==> config.mk <==
export PLATFORM = sky130hd
export DESIGN_NAME = regfile_wport_arb
export DESIGN_NICKNAME = d
export VERILOG_FILES = /design/src/rtl/regfile_ctrl_pkg.sv /design/src/rtl/mc_wr_fifo.sv /design/src/rtl/regfile_wport_arb.sv
export SDC_FILE = /design/constraint.sdc
export NUM_CORES = 1
export LEC_CHECK = 0
export ABC_CLOCK_PERIOD_IN_PS = 4550
export BUFFER_PORTS_ARGS = -buffer_cell sky130_fd_sc_hd__buf_2
export CORE_MARGIN = 2
export CORE_UTILIZATION = 50
export DETAILED_ROUTE_END_ITERATION = 16
export HOLD_SLACK_MARGIN = 0.03
export PLACE_DENSITY = 0.82
export SETUP_SLACK_MARGIN = 0.1
export SLEW_MARGIN = 20
export SYNTH_ARGS = -nofsm -noshare
export SYNTH_HDL_FRONTEND = slang
export SYNTH_SLANG_ARGS = --single-unit
==> constraint.sdc <==
create_clock -name clk -period 4.55 [get_ports clk]
set_input_delay 0.2275 -clock clk [delete_from_list [all_inputs] [get_ports clk]]
set_output_delay 0.2275 -clock clk [all_outputs]
set_load 0.03 [all_outputs]
==> src/rtl/regfile_ctrl_pkg.sv <==
// Shared register-file control types: address width, zero register and the
// write-request record carried between the datapath and the write-port arbiter.
package regfile_ctrl_pkg;

  localparam int XLEN     = 32;
  localparam int REG_AW   = 5;
  localparam int NUM_REGS = 1 << REG_AW;

  typedef logic [REG_AW-1:0] reg_addr_t;

  localparam reg_addr_t ZERO_REG = 5'd0;

  typedef struct packed {
    reg_addr_t       rd;
    logic [XLEN-1:0] data;
  } wr_req_t;

  function automatic logic is_zero_reg(input reg_addr_t addr);
    return addr == ZERO_REG;
  endfunction

  // One-hot select of a register; writes to x0 decode to nothing.
  function automatic logic [NUM_REGS-1:0] reg_onehot(input reg_addr_t addr);
    logic [NUM_REGS-1:0] vec;
    vec = '0;
    if (!is_zero_reg(addr)) begin
      vec[addr] = 1'b1;
    end
    return vec;
  endfunction

endpackage

==> src/rtl/mc_wr_fifo.sv <==
// Small synchronous FIFO holding multi-cycle write results until the shared
// register-file write port is free. Head entry is visible combinationally.
module mc_wr_fifo
  import regfile_ctrl_pkg::*;
#(
  parameter int  DEPTH   = 2,
  parameter type entry_t = wr_req_t,
  parameter int  CW      = $clog2(DEPTH + 1)
) (
  input  logic          clk,
  input  logic          rst,
  input  logic          push,
  input  entry_t        push_data,
  input  logic          pop,
  output entry_t        head,
  output logic [CW-1:0] count,
  output logic          full,
  output logic          empty
);

  localparam int PW = $clog2(DEPTH);

  entry_t        mem [DEPTH];
  logic [PW-1:0] wr_ptr_reg;
  logic [PW-1:0] rd_ptr_reg;
  logic [CW-1:0] count_reg;
  logic          push_ok;
  logic          pop_ok;

  assign full    = (count_reg == CW'(DEPTH));
  assign empty   = (count_reg == '0);
  assign count   = count_reg;
  assign push_ok = push && !full;
  assign pop_ok  = pop && !empty;
  assign head    = mem[rd_ptr_reg];

  // Storage carries no reset; validity is tracked entirely by the pointers.
  always_ff @(posedge clk) begin
    if (push_ok) begin
      mem[wr_ptr_reg] <= push_data;
    end
  end

  always_ff @(posedge clk or posedge rst) begin
    if (rst) begin
      wr_ptr_reg <= '0;
      rd_ptr_reg <= '0;
      count_reg  <= '0;
    end else begin
      if (push_ok) begin
        wr_ptr_reg <= wr_ptr_reg + 1'b1;
      end
      if (pop_ok) begin
        rd_ptr_reg <= rd_ptr_reg + 1'b1;
      end
      case ({push_ok, pop_ok})
        2'b10:   count_reg <= count_reg + 1'b1;
        2'b01:   count_reg <= count_reg - 1'b1;
        default: count_reg <= count_reg;
      endcase
    end
  end

endmodule

==> src/rtl/regfile_wport_arb.sv <==
// Register-file write-port arbiter: pipeline writeback has fixed priority over
// queued multi-cycle results; a busy scoreboard flags outstanding MC writes.
module regfile_wport_arb
  import regfile_ctrl_pkg::*;
#(
  parameter int N     = XLEN,
  parameter int DEPTH = 2
) (
  input  logic              clk,
  input  logic              rst,
  input  logic              wb_valid,
  input  logic [REG_AW-1:0] wb_rd,
  input  logic [N-1:0]      wb_data,
  input  logic              mc_valid,
  output logic              mc_ready,
  input  logic [REG_AW-1:0] mc_rd,
  input  logic [N-1:0]      mc_data,
  input  logic              iss_valid,
  input  logic [REG_AW-1:0] iss_rd,
  input  logic [REG_AW-1:0] q1_rd,
  input  logic [REG_AW-1:0] q2_rd,
  output logic              q1_busy,
  output logic              q2_busy,
  output logic              wb_stall,
  output logic              rf_we,
  output logic [REG_AW-1:0] rf_waddr,
  output logic [N-1:0]      rf_wdata
);

  localparam int CW = $clog2(DEPTH + 1);

  typedef struct packed {
    logic [REG_AW-1:0] rd;
    logic [N-1:0]      data;
  } mc_req_t;

  mc_req_t             push_req;
  mc_req_t             fifo_head;
  logic [CW-1:0]       fifo_count;
  logic                fifo_full;
  logic                fifo_empty;
  logic                fifo_push;
  logic                wb_grant;
  logic                mc_grant;
  logic [NUM_REGS-1:0] busy_reg;
  logic [NUM_REGS-1:0] busy_next;
  logic [NUM_REGS-1:0] set_vec;
  logic [NUM_REGS-1:0] clr_vec;

  // mc_ready looks at the pre-pop count, so a full FIFO never pushes even
  // when its head retires on the same edge.
  assign mc_ready  = (fifo_count != CW'(DEPTH));
  assign wb_stall  = fifo_full;

  // x0 results complete the handshake but are never stored.
  assign fifo_push = mc_valid && mc_ready && !is_zero_reg(mc_rd);
  assign push_req  = '{rd: mc_rd, data: mc_data};

  mc_wr_fifo #(
    .DEPTH   (DEPTH),
    .entry_t (mc_req_t),
    .CW      (CW)
  ) u_fifo (
    .clk       (clk),
    .rst       (rst),
    .push      (fifo_push),
    .push_data (push_req),
    .pop       (mc_grant),
    .head      (fifo_head),
    .count     (fifo_count),
    .full      (fifo_full),
    .empty     (fifo_empty)
  );

  assign wb_grant = wb_valid && !is_zero_reg(wb_rd);
  assign mc_grant = !wb_grant && !fifo_empty;

  // Issue wins over retirement on the same register; x0 never becomes busy.
  assign set_vec   = iss_valid ? reg_onehot(iss_rd) : '0;
  assign clr_vec   = mc_grant ? reg_onehot(fifo_head.rd) : '0;
  assign busy_next = set_vec | (busy_reg & ~clr_vec);

  always_ff @(posedge clk or posedge rst) begin
    if (rst) begin
      busy_reg <= '0;
    end else begin
      busy_reg <= busy_next;
    end
  end

  assign q1_busy = busy_reg[q1_rd];
  assign q2_busy = busy_reg[q2_rd];

  // Address/data hold their last value on idle cycles; only rf_we drops.
  always_ff @(posedge clk or posedge rst) begin
    if (rst) begin
      rf_we    <= 1'b0;
      rf_waddr <= '0;
      rf_wdata <= '0;
    end else begin
      rf_we <= wb_grant || mc_grant;
      if (wb_grant) begin
        rf_waddr <= wb_rd;
        rf_wdata <= wb_data;
      end else if (mc_grant) begin
        rf_waddr <= fifo_head.rd;
        rf_wdata <= fifo_head.data;
      end
    end
  end

endmodule

# Yosys cells after proc, flatten, opt, wreduce, memory -nomap -nowiden
# Memory sizes are Yosys's and may differ from the RTL's.
# Cells that the tools add are included.
dict set report word_totals {
  out_inout_bits 42
  ram_bits 74
  mem_count 1
  regBits 74
  elab_cells 65
}
# memory depth word_bits read_ports rd_ports_with_merged_regs write_ports line
set memory_table {}
lappend memory_table {u_fifo.mem 2 37 1 0 1 mc_wr_fifo.sv:23} ;# entry_t mem [DEPTH];
dict set report op_classes {
  addsub 4
  eq_ne 4
  n_reduce_logical 21
  order_cmp 6
  mux 19
  bitwise 3
}
# cell count
set op_table {}
lappend op_table {{$mux 32} 6}
lappend op_table {{$and 32x32->32} 1}
lappend op_table {{$not 32->32} 1}
lappend op_table {{$or 32x32->32} 1}
lappend op_table {{$lt 5x6->1 const B} 4}
lappend op_table {{$logic_not 5->1} 4}
lappend op_table {{$bmux 1 s5} 2}
lappend op_table {{$demux 1 s5} 2}
lappend op_table {{$ge 5x1->1 const B} 2}
lappend op_table {{$mux 5} 2}
lappend op_table {{$logic_and 1x1->1} 8}
lappend op_table {{$mux 1} 6}
lappend op_table {{$logic_not 1->1} 5}
lappend op_table {{$eq 2x2->1 const B} 2}
lappend op_table {{$pmux 2 s2} 1}
lappend op_table {{$reduce_bool 2->1} 2}
lappend op_table {{$add 1x1->1 const B} 2}
lappend op_table {{$add 2x1->2 const B} 1}
lappend op_table {{$eq 2x1->1 const B} 1}
lappend op_table {{$logic_not 2->1} 1}
lappend op_table {{$ne 2x2->1 const B} 1}
lappend op_table {{$sub 2x1->2 const B} 1}
lappend op_table {{$logic_or 1x1->1} 1}

# Logic depth before layout (Yosys ltp)
# An unclocked memory read counts as a cell.
dict set report logic_depth {
  word_depth 10
  depth_mapped 9
  ltp_nobuf 7
}

# Hierarchy
# Synthesis repeated with hierarchy kept, for this count alone.
dict set report hier_totals {
  hier_cells 542
  area_unflattened_um2 6744.0
}
# mod area_each_um2 seq_area_each_um2 cells_each n_inst
set by_module_without_submodules {}
lappend by_module_without_submodules {regfile_wport_arb 3791.1 1751.7 408 1}
lappend by_module_without_submodules {mc_wr_fifo 2952.8 2322.2 134 1}

# Least setup slack after synthesis
# No wires, ideal clock.
dict set report synth_timing {
  path_type {reg-to-reg}
  start {register u_fifo.count_reg[0] (netlist: u_fifo.count[0])}
  end {memory u_fifo.mem[0][0] (netlist name), enable pin}
  path_stages_with_launch 4
  path_buffers 0
  slack_ns 1.513
  arrival_ns 2.605
  required_time_ns 4.119
  path_cell_list {dfrtp_1 -> nand2b_1 -> o211ai_1 -> nor2_1}
}
dict set report synth_via {
  elab_chain_cells 6
}
# element line
set synth_lines {}
lappend synth_lines {{start, declared} mc_wr_fifo.sv:26} ;# logic [CW-1:0] count_reg;
lappend synth_lines {{start signal, assigned} mc_wr_fifo.sv:57} ;# 2'b10: count_reg <= count_reg + 1'b1;
lappend synth_lines {{start signal, assigned} mc_wr_fifo.sv:58} ;# 2'b01: count_reg <= count_reg - 1'b1;
lappend synth_lines {{start signal, assigned} mc_wr_fifo.sv:59} ;# default: count_reg <= count_reg;
lappend synth_lines {{$ne 2x2->1} regfile_wport_arb.sv:52} ;# assign mc_ready = (fifo_count != CW'(DEPTH));
lappend synth_lines {{net mc_ready} regfile_wport_arb.sv:15} ;# output logic mc_ready,
lappend synth_lines {{$logic_and 1x1->1 (2 in a row)} regfile_wport_arb.sv:56} ;# assign fifo_push = mc_valid && mc_ready && !is_zero_reg(mc_rd);
lappend synth_lines {{$logic_and 1x1->1} mc_wr_fifo.sv:33} ;# assign push_ok = push && !full;
lappend synth_lines {{$mux 1} mc_wr_fifo.sv:39} ;# if (push_ok) begin
lappend synth_lines {{$mux 1 (implied by the code)} mc_wr_fifo.sv:40} ;# mem[wr_ptr_reg] <= push_data;
lappend synth_lines {{end, declared} mc_wr_fifo.sv:23}
# The timed path passes the listed nets, and every way through them passes these cells.

# Worst setup path in the final report
dict set report layout_timing {
  start {input mc_rd[3]}
  end {memory u_fifo.mem[0][19] (netlist name), enable pin}
}
dict set report layout_via {
  elab_chain_cells 6
}
# element line
set layout_lines {}
lappend layout_lines {{start, declared} regfile_wport_arb.sv:16} ;# input logic [REG_AW-1:0] mc_rd,
lappend layout_lines {{$logic_not 5->1} regfile_ctrl_pkg.sv:19} ;# return addr == ZERO_REG;
lappend layout_lines {{$logic_not 1->1} regfile_wport_arb.sv:56}
lappend layout_lines {{$logic_and 1x1->1} regfile_wport_arb.sv:56}
lappend layout_lines {{$logic_and 1x1->1} mc_wr_fifo.sv:33}
lappend layout_lines {{$mux 1} mc_wr_fifo.sv:39}
lappend layout_lines {{$mux 1 (implied by the code)} mc_wr_fifo.sv:40}
# No other way between the ends.

==> flow_metrics.tcl <==
set metrics [dict create \
    synth.area.top_cells "edfxtp_1 (34%), dfrtp_1 (29%), mux2i_1 (10%), o21ai_0 (5.9%), a21oi_1 (3.4%)" \
    worst_r2r_endpoint "rf_wdata[21]" \
    design_area_um2 8520 \
    final_core_util 0.675 \
    seqPwrFrac 0.421 \
    final_max_slew_viol_count 0 \
    pwr-share-clk 0.257 \
    drcViolationCount 0 \
    path_clk_slew_ns 0.06 \
    max_freq_ghz 0.431 \
    yosys.area.top_type_share 0.343 \
    overflow 0 \
    r2r_start "u_fifo.count[0]" \
    min_from "wb_data[7]" \
    grt_usage 0.255 \
    drt_iter0_markers 459 \
    synthDistinctLibCells 38 \
    slew_headroom 0.439 \
    synth.net_count 654 \
    r2r_slack_ns 2.25 \
    min-delay-path-class "input port to flip-flop" \
    clock_skew_ns 0.00599 \
    hold_viol_final 0 \
    io_buffers 135 \
    min_period_ns 2.32 \
    gp_congestion 0.911 \
    diodes 0 \
    power_density_nw_per_um2 621 \
    ant_nets 0 \
    holdPathStages 3 \
    fp-row-count 41 \
    status "completed" \
    wl_per_cell_um 18.7 \
    vias_per_cell 5.67 \
    fin_nets 847 \
    intPower_uw 3330 \
    netlist_instances 559 \
    post_cts_resized 0 \
    setup_violations 0 \
    ys_async_sr_fraction 0.500 \
    arrival_ns 2.49 \
    clock_sinks 148 \
    grt_first_pass_wirelength_um 27500 \
    setup_tns_ns 0 \
    maxCapViolations 0 \
    synth_edf_count 74 \
    post-dp-hpwl_um 10600 \
    drt_pass1_iterations 5 \
    syn2layout_area_growth_pct 31.4 \
    dpl.cell_count 843 \
    rsz0062_at_grt "false" \
    htree_num_levels 4 \
    cts_buffers 17 \
    clk_latency_ns 0.42 \
    cts_buffer_depth 2 \
    switching_share 0.371 \
    synth_ff_type "edfxtp_1" \
    cp_cell_sequence "dlygate4sd3_1, buf_2, or4_1, o211ai_1, nor2_4, buf_16" \
    syn_area_um2 6480 \
    yosysWarnings 0 \
    fin_cells 937 \
    ys_seq_area_frac 0.628 \
    cp_data_required_time_ns 4.72 \
    p_comb_frac 0.322 \
    crit_slowest_cell "dlygate4sd3_1" \
    initial_core_util 0.514 \
    coreArea_um2 12600 \
    ys_ff_latch 148 \
    switchingPower_uw 1960 \
    p_total_uw 5290 \
    drive_above_1_share 0.231 \
    start_kind "input port" \
    tightest_slew_ns 0.839 \
    num-fill-cells 875 \
    routed_wl_um 17600 \
    die_h_um 118 \
    crit_path_end_kind "flip-flop" \
    synth_top_area_cell "edfxtp_1" \
    holdPathEnd "rf_wdata[7]" \
    period_share 0.510 \
    p_leak_uw 0.00362 \
    placed_cell_area_um2 7310 \
    path_class "input port to flip-flop" \
    cts_root_buf "clkbuf_16" \
    largest_register_ffs 74 \
    ff2ff_path_depth 5 \
    die_area_um2 13900 \
    die_x_um 118 \
    ir_drop_mv 0.368 \
    cts_tree "built" \
    critPathMaxStageDelay_ns 0.55 \
    first_global_vias 5406 \
    antenna_found_initial 0 \
    grt_max_degree 62 \
    io_pins 136 \
    postCtsSetupRepairBufs 0 \
    worstPathMaxFanout 21 \
    num_vias 5310 \
    avgSynthCellArea_um2 11.6 \
]
==> kinds of logic (layout without fill, tap and decap cells) <==
| kind of cell | count (synthesis) | count (layout) | synth area share |
|---|---|---|---|
| xor+xnor | 5 | 5 | 0.00676 |
| compound gates | 163 | 163 | 0.134 |
| fa+ha+maj | 1 | 1 | 0.00193 |
| mux | 68 | 68 | 0.105 |
| buf+inv | 30 | 236 | 0.0199 |
| simple gates | 144 | 144 | 0.104 |
| flops | 148 | 148 | 0.628 |
==> cell type report <==
cell class              count  area (um2)  share of cell area
clock inverters             5        77.6             0.00911
repair buffers            200        1350               0.158
inverters                   4        15.0             0.00176
well taps                 172         215              0.0253
multi-input cells         381        2300               0.271
flip-flops and latches    148        4080               0.479
clock buffers              27         483              0.0567
==> what timing repair did <==
item / in CTS / in global routing
hold buffers: 60 / 0
endpoints found under the hold margin: 127 / 0
setup endpoints to repair: 0 / 0
==> cells in the mapped netlist, types with 2 or more instances <==
cell type and n:
xor2_1 2, nor2b_1 6, or3b_2 2, nand3b_1 6, o21ai_0 77, nor2_1 47, a211oi_1 2, nand3_1 9
or3_4 4, a21oi_1 44, nand2_1 56, o21ai_1 24, buf_1 3, and2_1 2, clkbuf_1 15, buf_2 7
dfrtp_1 74, mux2i_1 68, edfxtp_1 74, nand4b_1 2, xnor2_1 3, nand2b_1 5, a22oi_1 8, inv_1 4
a311o_1 2
==> routing by layer <==
layer  global-route usage  vias up  wire length, um
li1                     -     2431                -
met5                    0        -                0
met1                0.297     2557             6700
met4                0.114        0              513
met3               0.0732       50             1260
met2                0.438      272             9090
==> cell usage in the layout, fill, tap and decap left out, types with 3 or more instances in the layout <==
master and n:
buf_2 135, o21ai_0 77, edfxtp_1 74, dfrtp_1 73
mux2i_1 68, dlygate4sd3_1 60, nand2_1 56, nor2_1 44
a21oi_1 44, o21ai_1 24, clkbuf_16 17, nand3_1 9
a22oi_1 8, clkbuf_1 8, nand3b_1 6, nor2b_1 6
nand2b_1 5, or3_4 4, nor2_4 3, inv_1 3
xnor2_1 3, buf_4 3
==> worst max path at each step <==
| stage | from | endpoint | slack [ns] |
|---|---|---|---|
| floorplan | u_fifo.count[0] | u_fifo.mem[0][0] | 1.51 |
| global placement | u_fifo.rd_ptr_reg | busy_reg[27] | 2.17 |
| detailed placement | u_fifo.rd_ptr_reg | busy_reg[24] | 2.09 |
| CTS | u_fifo.rd_ptr_reg | busy_reg[31] | 2.05 |
| global route | u_fifo.count[0] | rf_wdata[21] | 2.04 |
| finish | mc_rd[3] | u_fifo.mem[0][19] | 2.23 |
==> critical path, delay by kind of cell <==
family	cells	cell delay, ns
AND/OR/NAND/NOR	2	0.79
buffers and inverters	3	0.92
AO/OA/AOI/OAI	1	0.54
==> stage by stage <==
stage	hold WS [ns]	setup WS, ns
floorplan	0.326	1.51
global placement	0.380	2.17
CTS	0.0357	2.05
finish	0.0446	2.23
global route	0.0386	2.04
detailed placement	0.397	2.09
==> power by group through the flow <==
| stage | registers [uW] | clock network (uW) | logic [uW] |
|---|---|---|---|
| 2_1_floorplan | 2280 | 0 | 1010 |
| 3_3_place_gp | 2200 | 0 | 1550 |
| 3_5_place_dp | 2230 | 0 | 1590 |
| 4_1_cts | 2210 | 1350 | 1640 |
| 5_1_grt | 2280 | 1420 | 1870 |
| 6_report | 2230 | 1360 | 1700 |
(Power assumes the default switching activity.)
